### config.mk
export PLATFORM = sky130hd
export DESIGN_NAME = muldiv_sequencer
export DESIGN_NICKNAME = d
export VERILOG_FILES = /design/src/rtl/muldiv_sequencer.sv
export SDC_FILE = /design/constraint.sdc
export NUM_CORES = 1
export LEC_CHECK = 0
export CAP_MARGIN = 20
export CORE_MARGIN = 1.5
export CORE_UTILIZATION = 30
export DETAILED_ROUTE_END_ITERATION = 8
export PLACE_DENSITY = 0.53
export SETUP_SLACK_MARGIN = 0.02
export SLEW_MARGIN = 10
export SYNTH_ARGS = -nofsm -noshare
export SYNTH_HDL_FRONTEND = slang
export SYNTH_SLANG_ARGS = --single-unit
### constraint.sdc
create_clock -name clk -period 4.55 [get_ports clk]
set_input_delay 0.455 -clock clk [delete_from_list [all_inputs] [get_ports clk]]
set_output_delay 0.455 -clock clk [all_outputs]
set_load 0.01 [all_outputs]
### src/rtl/muldiv_sequencer.sv
// rtl/muldiv_sequencer.sv - iterative RV32M multiply/divide unit with prev/next pipeline handshake
// Optional MULDIV_EARLY_OUT_EN: zero/overflow special cases complete one clock after accept.
module muldiv_sequencer (
    input  logic        clk,
    input  logic        rst_n,
    input  logic        prev_done,
    output logic        stall_prev,
    input  logic [2:0]  operation_in,
    input  logic [31:0] lhs_in,
    input  logic [31:0] rhs_in,
    input  logic [4:0]  write_register_in,
    output logic        done_next,
    input  logic        next_stall,
    output logic [31:0] result_out,
    output logic [4:0]  write_register_out,
    output logic        busy_out
);
    localparam int DATA_WIDTH = 32;
    localparam int TAG_WIDTH  = $clog2(32);
    localparam int ITERATIONS = DATA_WIDTH;

    typedef enum logic [1:0] {ST_IDLE, ST_BUSY, ST_DONE} state_t;

    state_t                  state_q, state_d;
    logic [4:0]              count_q, count_d;
    logic [2*DATA_WIDTH:0]   acc_q, acc_d;
    logic [DATA_WIDTH-1:0]   mcand_q, mcand_d;
    logic [DATA_WIDTH-1:0]   lhs_q, lhs_d;
    logic [DATA_WIDTH-1:0]   result_q, result_d;
    logic [2:0]              op_q, op_d;
    logic                    neg_q, neg_d;
    logic                    lneg_q, lneg_d;
    logic [TAG_WIDTH-1:0]    tag_q, tag_d;

    logic transfer_prev, transfer_next, accept;

    assign stall_prev         = !rst_n || (state_q == ST_BUSY) || ((state_q == ST_DONE) && next_stall);
    assign done_next          = (state_q == ST_DONE);
    assign busy_out           = (state_q != ST_IDLE);
    assign result_out         = result_q;
    assign write_register_out = tag_q;
    assign transfer_prev      = prev_done && !stall_prev;
    assign transfer_next      = done_next && !next_stall;

    logic                  in_div, in_a_signed, in_b_signed, in_a_neg, in_b_neg;
    logic [DATA_WIDTH-1:0] in_a_mag, in_b_mag;

    always_comb begin
        in_div      = operation_in[2];
        in_a_signed = (operation_in == 3'd1) || (operation_in == 3'd2) ||
                      (operation_in == 3'd4) || (operation_in == 3'd6);
        in_b_signed = (operation_in == 3'd1) || (operation_in == 3'd4) || (operation_in == 3'd6);
        in_a_neg    = in_a_signed && lhs_in[31];
        in_b_neg    = in_b_signed && rhs_in[31];
        in_a_mag    = in_a_neg ? -lhs_in : lhs_in;
        in_b_mag    = in_b_neg ? -rhs_in : rhs_in;
    end

    // Multiply: acc = {partial sum, multiplier}; divide: acc = {remainder, dividend/quotient}.
    logic [32:0] mul_sum;
    logic [33:0] div_diff;
    logic [64:0] mul_step, acc_step;

    always_comb begin
        mul_sum  = acc_q[64:32] + {1'b0, mcand_q};
        mul_step = acc_q[0] ? {1'b0, mul_sum, acc_q[31:1]} : {1'b0, acc_q[64:1]};
        div_diff = {1'b0, acc_q[63:31]} - {2'b00, mcand_q};
        if (op_q[2]) begin
            acc_step = div_diff[33] ? {acc_q[63:0], 1'b0} : {div_diff[32:0], acc_q[30:0], 1'b1};
        end else begin
            acc_step = mul_step;
        end
    end

    logic [63:0]           prod;
    logic [DATA_WIDTH-1:0] quot, rem, fin_result;
    logic                  div_zero, div_ovf;

    always_comb begin
        prod     = neg_q ? -acc_step[63:0] : acc_step[63:0];
        quot     = neg_q ? -acc_step[31:0] : acc_step[31:0];
        rem      = lneg_q ? -acc_step[63:32] : acc_step[63:32];
        div_zero = (mcand_q == 32'd0);
        div_ovf  = ((op_q == 3'd4) || (op_q == 3'd6)) && (lhs_q == 32'h8000_0000) &&
                   (mcand_q == 32'd1) && (neg_q ^ lneg_q);
        if (op_q[2]) begin
            if (div_zero) begin
                fin_result = op_q[1] ? lhs_q : 32'hFFFF_FFFF;
            end else if (div_ovf) begin
                fin_result = op_q[1] ? 32'd0 : 32'h8000_0000;
            end else begin
                fin_result = op_q[1] ? rem : quot;
            end
        end else begin
            fin_result = (op_q[1:0] == 2'd0) ? prod[31:0] : prod[63:32];
        end
    end

`ifdef MULDIV_EARLY_OUT_EN
    logic                  in_special;
    logic [DATA_WIDTH-1:0] in_special_result;

    always_comb begin
        in_special        = 1'b0;
        in_special_result = 32'd0;
        if (in_div && (rhs_in == 32'd0)) begin
            in_special        = 1'b1;
            in_special_result = operation_in[1] ? lhs_in : 32'hFFFF_FFFF;
        end else if (((operation_in == 3'd4) || (operation_in == 3'd6)) &&
                     (lhs_in == 32'h8000_0000) && (rhs_in == 32'hFFFF_FFFF)) begin
            in_special        = 1'b1;
            in_special_result = operation_in[1] ? 32'd0 : 32'h8000_0000;
        end else if (!in_div && ((lhs_in == 32'd0) || (rhs_in == 32'd0))) begin
            in_special        = 1'b1;
            in_special_result = 32'd0;
        end
    end
`endif

    always_comb begin
        state_d  = state_q;
        count_d  = count_q;
        acc_d    = acc_q;
        mcand_d  = mcand_q;
        lhs_d    = lhs_q;
        result_d = result_q;
        op_d     = op_q;
        neg_d    = neg_q;
        lneg_d   = lneg_q;
        tag_d    = tag_q;
        accept   = 1'b0;
        case (state_q)
            ST_IDLE: accept = transfer_prev;
            ST_BUSY: begin
                acc_d   = acc_step;
                count_d = (count_q == 5'd0) ? 5'd0 : count_q - 5'd1;
                if (count_q == 5'd0) begin
                    state_d  = ST_DONE;
                    result_d = fin_result;
                end
            end
            ST_DONE: begin
                if (transfer_next) begin
                    state_d = ST_IDLE;
                    accept  = transfer_prev;
                end
            end
            default: state_d = ST_IDLE;
        endcase
        if (accept) begin
            op_d    = operation_in;
            lhs_d   = lhs_in;
            tag_d   = write_register_in;
            neg_d   = in_a_neg ^ in_b_neg;
            lneg_d  = in_a_neg;
            mcand_d = in_div ? in_b_mag : in_a_mag;
            acc_d   = {33'd0, (in_div ? in_a_mag : in_b_mag)};
            count_d = 5'(ITERATIONS - 1);
            state_d = ST_BUSY;
`ifdef MULDIV_EARLY_OUT_EN
            if (in_special) begin
                state_d  = ST_DONE;
                result_d = in_special_result;
                count_d  = 5'd0;
            end
`endif
        end
    end

    always_ff @(posedge clk or negedge rst_n) begin
        if (!rst_n) begin
            state_q  <= ST_IDLE;
            count_q  <= 5'd0;
            acc_q    <= '0;
            mcand_q  <= '0;
            lhs_q    <= '0;
            result_q <= '0;
            op_q     <= 3'd0;
            neg_q    <= 1'b0;
            lneg_q   <= 1'b0;
            tag_q    <= '0;
        end else begin
            state_q  <= state_d;
            count_q  <= count_d;
            acc_q    <= acc_d;
            mcand_q  <= mcand_d;
            lhs_q    <= lhs_d;
            result_q <= result_d;
            op_q     <= op_d;
            neg_q    <= neg_d;
            lneg_q   <= lneg_d;
            tag_q    <= tag_d;
        end
    end
endmodule

[Yosys cells after proc, flatten, opt, wreduce, memory -nomap -nowiden]
Index checks and enable logic that the tools add are counted.
Storage, ports and cells
  flip-flop bits (word level): 178
  output and inout port bits: 40
  word-level logic and storage cells: 88
  input port bits: 76
Cells by class
  add/sub/neg operators: 8
  equality and inequality tests: 13
  bitwise logic cells: 2
  reductions and logical operators: 27
  muxes and demuxes: 28
Operators with widths (number)
  two-way mux 32 bit: 13
  two-way mux 65 bit: 4
  two-way mux 64 bit: 2
  negation 32 bit: 4
  negation 64 bit: 1
  subtractor 33 x 32 -> 34 bit: 1
  adder 33 x 32 -> 33 bit: 1
  == test 32 x 1 -> 1 bit (second input constant): 1
  == test 32 bit (second input constant): 1
  logical NOT 32 bit: 1
  two-way mux 5 bit: 3
  == test 3 bit (second input constant): 4
  logical AND 1 bit: 8
  logical OR 1 bit: 8
  two-way mux 2 bit: 3
  case mux 2 bit (3 select lines): 1
  logical NOT 5 bit: 1
  subtractor 5 x 1 -> 5 bit (second input constant): 1
  logical NOT 2 bit: 2
  nonzero test 2 bit: 2
  == test 3 x 1 -> 1 bit (second input constant): 1
  == test 3 x 2 -> 1 bit (second input constant): 1
  logical NOT 1 bit: 3
  != test 3 x 1 -> 1 bit (second input constant): 1
  other kinds (9): 10

[Longest topological paths before layout]
  word-level depth: 9
  gate-level depth with buffers: 23
  mapped depth without buffers: 21

[Worst setup path before layout]
OpenSTA, ideal clock, no wires.
  path type: reg2reg
  start point: register op_q[2]
  end point: register result_q[26] (netlist: result_out[26])
  path buffers: 6
  clock period less this slack: 4.825 ns
  required time: 4.451 ns
  setup slack: -0.275 ns
  stages on the path, launching flop included: 20
  arrival time: 4.725 ns
  setup time: 0.099 ns
  cell sequence: dfrtp_1 > buf_2 > buf_2 > buf_1 > clkbuf_1 > clkbuf_1 > buf_2 > mux2i_1 > ha_1 > o2111ai_1 > nor2_1 > nand4_1 > or3_1 > or2_2 > inv_1 > nand2_1 > o41ai_1 > xor2_1 > nand2_1 > a311oi_1
Between the ends
  longest elaborated chain between the ends: 8
  elaborated cells between the ends (all ways): 18
  classes of those cells: add/sub (3); eq/ne (2); mux (9); reduce/logical (4)
Ends and longest elaborated chain
  start, declared: line 30  | logic [2:0] op_q, op_d;
  start signal, assigned: line 189  | op_q <= op_d;
  branches (longest 7 deep; another with negation 32 bit)
  two-way mux 32 bit (*): line 86  | if (op_q[2]) begin
  end signal, assigned: line 188  | result_q <= result_d;
  end, declared: line 29  | logic [DATA_WIDTH-1:0] result_q, result_d;
Mark *: on every way between the ends.
A chain may end at the register's enable or synchronous reset.

[Worst setup path after layout]
  start point: register acc_q[32]
  end point: register result_q[16] (netlist: result_out[16])
Between the ends
  longest elaborated chain between the ends: 9
  elaborated cells between the ends (all ways): 16
  classes of those cells: add/sub (5); mux (11)
Ends and longest elaborated chain
  start, declared: line 26  | logic [2*DATA_WIDTH:0] acc_q, acc_d;
  start signal, assigned: line 174  | acc_q <= '0;
  start signal, assigned: line 185  | acc_q <= acc_d;
  subtractor 33 x 32 -> 34 bit / adder 33 x 32 -> 33 bit (equally long branches): line 67, 65
  two-way mux 65 bit / two-way mux 64 bit (equally long branches): line 69, 66
  two-way mux 65 bit (*): line 68  | if (op_q[2]) begin
  negation 32 bit, on equally long branches: line 81, 82
  two-way mux 32 bit, on equally long branches: line 81, 82
  two-way mux 32 bit: line 92  | fin_result = op_q[1] ? rem : quot;
  two-way mux 32 bit: line 89  | end else if (div_ovf) begin
  two-way mux 32 bit: line 87  | if (div_zero) begin
  two-way mux 32 bit (*): line 86
Mark *: on every way between the ends. The rest lies on a longest branch, timed or not.

==> results.yml <==
logic_synthesis:
  synthesis.area_sq_um: 17600
  postSynthRegisterBits: 178
  largest_cells_by_area_after_synthesis: "dfrtp_1 25%, nand2_1 8.6%, o21ai_0 6.6%, a21oi_1 5.9%, ha_1 4.8%"
  warnings_synthesis: 0
  post_synth_inst_count: 2424
  syn_avg_cell_area_sq_um: 7.28
  yosys.area.top_type: "dfrtp_1"
  synth_fp_nets: 2570
  synth_largest_type_area_fraction_pct: 25.3
  ys_seq_area_share_pct: 25.3
  most_used_dff_post_synth: "dfrtp_1"
  edff_count_synth: 0
  netlist-cell-type-count: 93
  synthArstFlopShare_pct: 100
worst_setup_path:
  worst-path-max-fanout: 6
  critPathArrivalTime_ns: 5.01
  timing.setup.critical_path_class: "register to register"
  rrSetupSlack_ns: -0.06
  required_ns: 4.95
  cp-start-kind: "register"
  critPathCaptureType: "register"
global_routing:
  grt_first_pass_wirelength_mm: 124
  grt_antenna_before_repair: 7
  grt-ovfl-total: 0
  grt_max_degree: 133
  first_global_vias: 19300
  global_route.usage.total_pct: 27.5
sta:
  achievable-frequency_mhz: 217
  hold_viol: 0
  worst_slack_ns: -0.0614
  report.final.slew_viol_count: 0
  setup_violations: 2
  layout_worst_path_cycle_share_pct: 101
  worst_max_slew_pin_slew_ns: 1.27
  final.setup_skew_ns: 0.0301
  rsz0062_at_grt: "yes"
  setup_tns_ns: -0.0768
  relSlewSlack_pct: 15.2
  final_period_minus_worst_setup_slack_ns: 4.61
drt:
  post-route-drc-count: 0
  first_iter_violations: 2015
  detail-route-antenna-nets: 0
  total_wirelength_mm: 84.4
  via_per_inst: 5.80
  via_count: 20500
  wire_per_inst_microns: 23.8
  detailedRoute.firstPassIterationCount: 6
clock_tree:
  tritoncts.num_buffers: 17
  clock_tree_from_tritoncts: "yes"
  worst_setup_hold_path_clk_slew_ns: 0.10
  htree_levels: 4
  cts-root-to-sink-buffers: 2
  clock_insertion_delay_worst_skew_ns: 0.52
  numClockSinks: 178
  ctsRootBufferMaster: "clkbuf_16"
finish:
  num-nets-final: 2906
  syn2layout_area_growth_pct: 31.8
  layout_common_cells: "398 x nand2_1, 351 x buf_4, 218 x o21ai_0"
  post-route-util_pct: 40.1
  leading_cell_type_in_the_layout_fill_and_taps_excluded: "nand2_1"
  fillers: 6062
  final_layout_size_suffix_gt1_share_pct: 19.5
placement:
  place_hpwl_mm: 66.7
  pre_cts_slack_ns: -0.285
  port_buffers: 115
  gp_routability_congestion: 1.01
floorplan:
  floorplan.rows: 88
  die_area_sq_um: 60300
  initial_core_util_pct: 30.5
  core_area_sq_um: 57900
  floorplan.die.height_microns: 245
  boundaryPins: 116
  die_w_microns: 245
flow_run:
  drv_cap: 0
status:
  violations: "setup timing"
  status: "finished, violations left"
worst_hold_path:
  min-delay-path-class: "primary input to async pin"
per-layer routing:
layer	up-vias	GRT usage (%)	share of wire (%)	wire [microns]
met3	169	4.26	7.3	6140
met2	980	43.2	45	37800
met4	0	13.4	4.5	3830
li1	9516	-	-	-
met1	9870	36.8	43	36600
met5	-	0	0	0
worst paths after layout:
path,startpoint,endpoint,cells past startpoint
max,acc_q[32]$_DFFE_PN0P_,result_out[16]$_DFFE_PN0P_,16
min,rst_n,write_register_out[0]$_DFFE_PN0P_,2
max reg2reg,acc_q[32]$_DFFE_PN0P_,result_out[16]$_DFFE_PN0P_,16
min reg2reg,write_register_out[0]$_DFFE_PN0P_,write_register_out[0]$_DFFE_PN0P_,2
max in group asynchronous,rst_n,op_q[2]$_DFFE_PN0P_,3
min in group clk,write_register_in[0],write_register_out[0]$_DFFE_PN0P_,3
stage by stage:
stage	instance area, sq um	hold slack, ns	cells
after floorplan	17700	0.159	2424
after global placement	21700	0.437	3478
after detailed placement	21700	0.451	3478
after CTS	22600	0.440	3520
after global routing	23200	0.468	3538
final	23200	0.454	3540
worst max-delay path: stages (launching register included):
cell,delay (ns)
dfrtp_1,0.42
ha_1,0.29
nand2b_1,0.16
a21o_1,0.29
a2111oi_4,0.13
buf_4,0.17
o31ai_4,0.39
buf_6,0.17
nand3_2,0.08
a31o_1,0.26
or4_4,0.57
or4_4,0.60
or3_4,0.41
nand2_2,0.08
xnor2_1,0.07
a221oi_2,0.30
a211oi_2,0.08
what timing repair did:
item                                    4_1_cts  5_1_grt
hold buffers                                  1        0
hold endpoints to repair                     46        0
buffers inserted                              9       18
pin swaps                                    16       60
endpoints found under the setup margin       26       30
resized for setup                            27      112
final cells by class:
type / instances / area (sq um) / area share (%)
inverter: 68 / 258 / 1.11
multi-input combinational: 2017 / 13000 / 55.8
clock inverter: 15 / 215 / 0.926
timing repair buffer: 478 / 3960 / 17.1
tap: 765 / 957 / 4.12
sequential: 178 / 4460 / 19.2
antenna: 2 / 5.00 / 0.0215
clock buffer: 17 / 425 / 1.83
Yosys cell counts, drive strengths merged, types with 11 or more instances:
master	n
nor3	71
o31ai	24
or2	16
and3	16
a211oi	42
o21bai	15
a31oi	28
a21o	22
nand2	403
buf	28
a21oi	207
ha	68
o21a	12
o21ai	245
mux2i	52
xnor2	94
nor4	31
o211ai	64
and2	11
a221oi	18
nand4	30
dfrtp	178
o22ai	11
nand2b	27
or3	27
nand3	71
nor2	177
clkbuf	133
xor2	80
inv	67
kinds of logic after synthesis:
| logic type | synth area share [%] |
|---|---|
| AOI/OAI and AO/OA | 28.8 |
| xor gates and xnor gates | 8.64 |
| adders and majority gates | 5.05 |
| buffers and inverters | 5.07 |
| DFF | 25.3 |
| muxes | 3.14 |
| and+or+nand+nor | 24.0 |
sequential cells by signal, summed over array words and instances, names as in the netlist:
signal and cells:
result_out 32, neg_q 1, lneg_q 1, acc_q 65, lhs_q 32, write_register_out 5
count_q 5, mcand_q 32, state_q 2, op_q 3
Power is left out: the tool's default activity adds up to more than one toggle a clock period on the data nets, which glitch-free logic cannot reach.
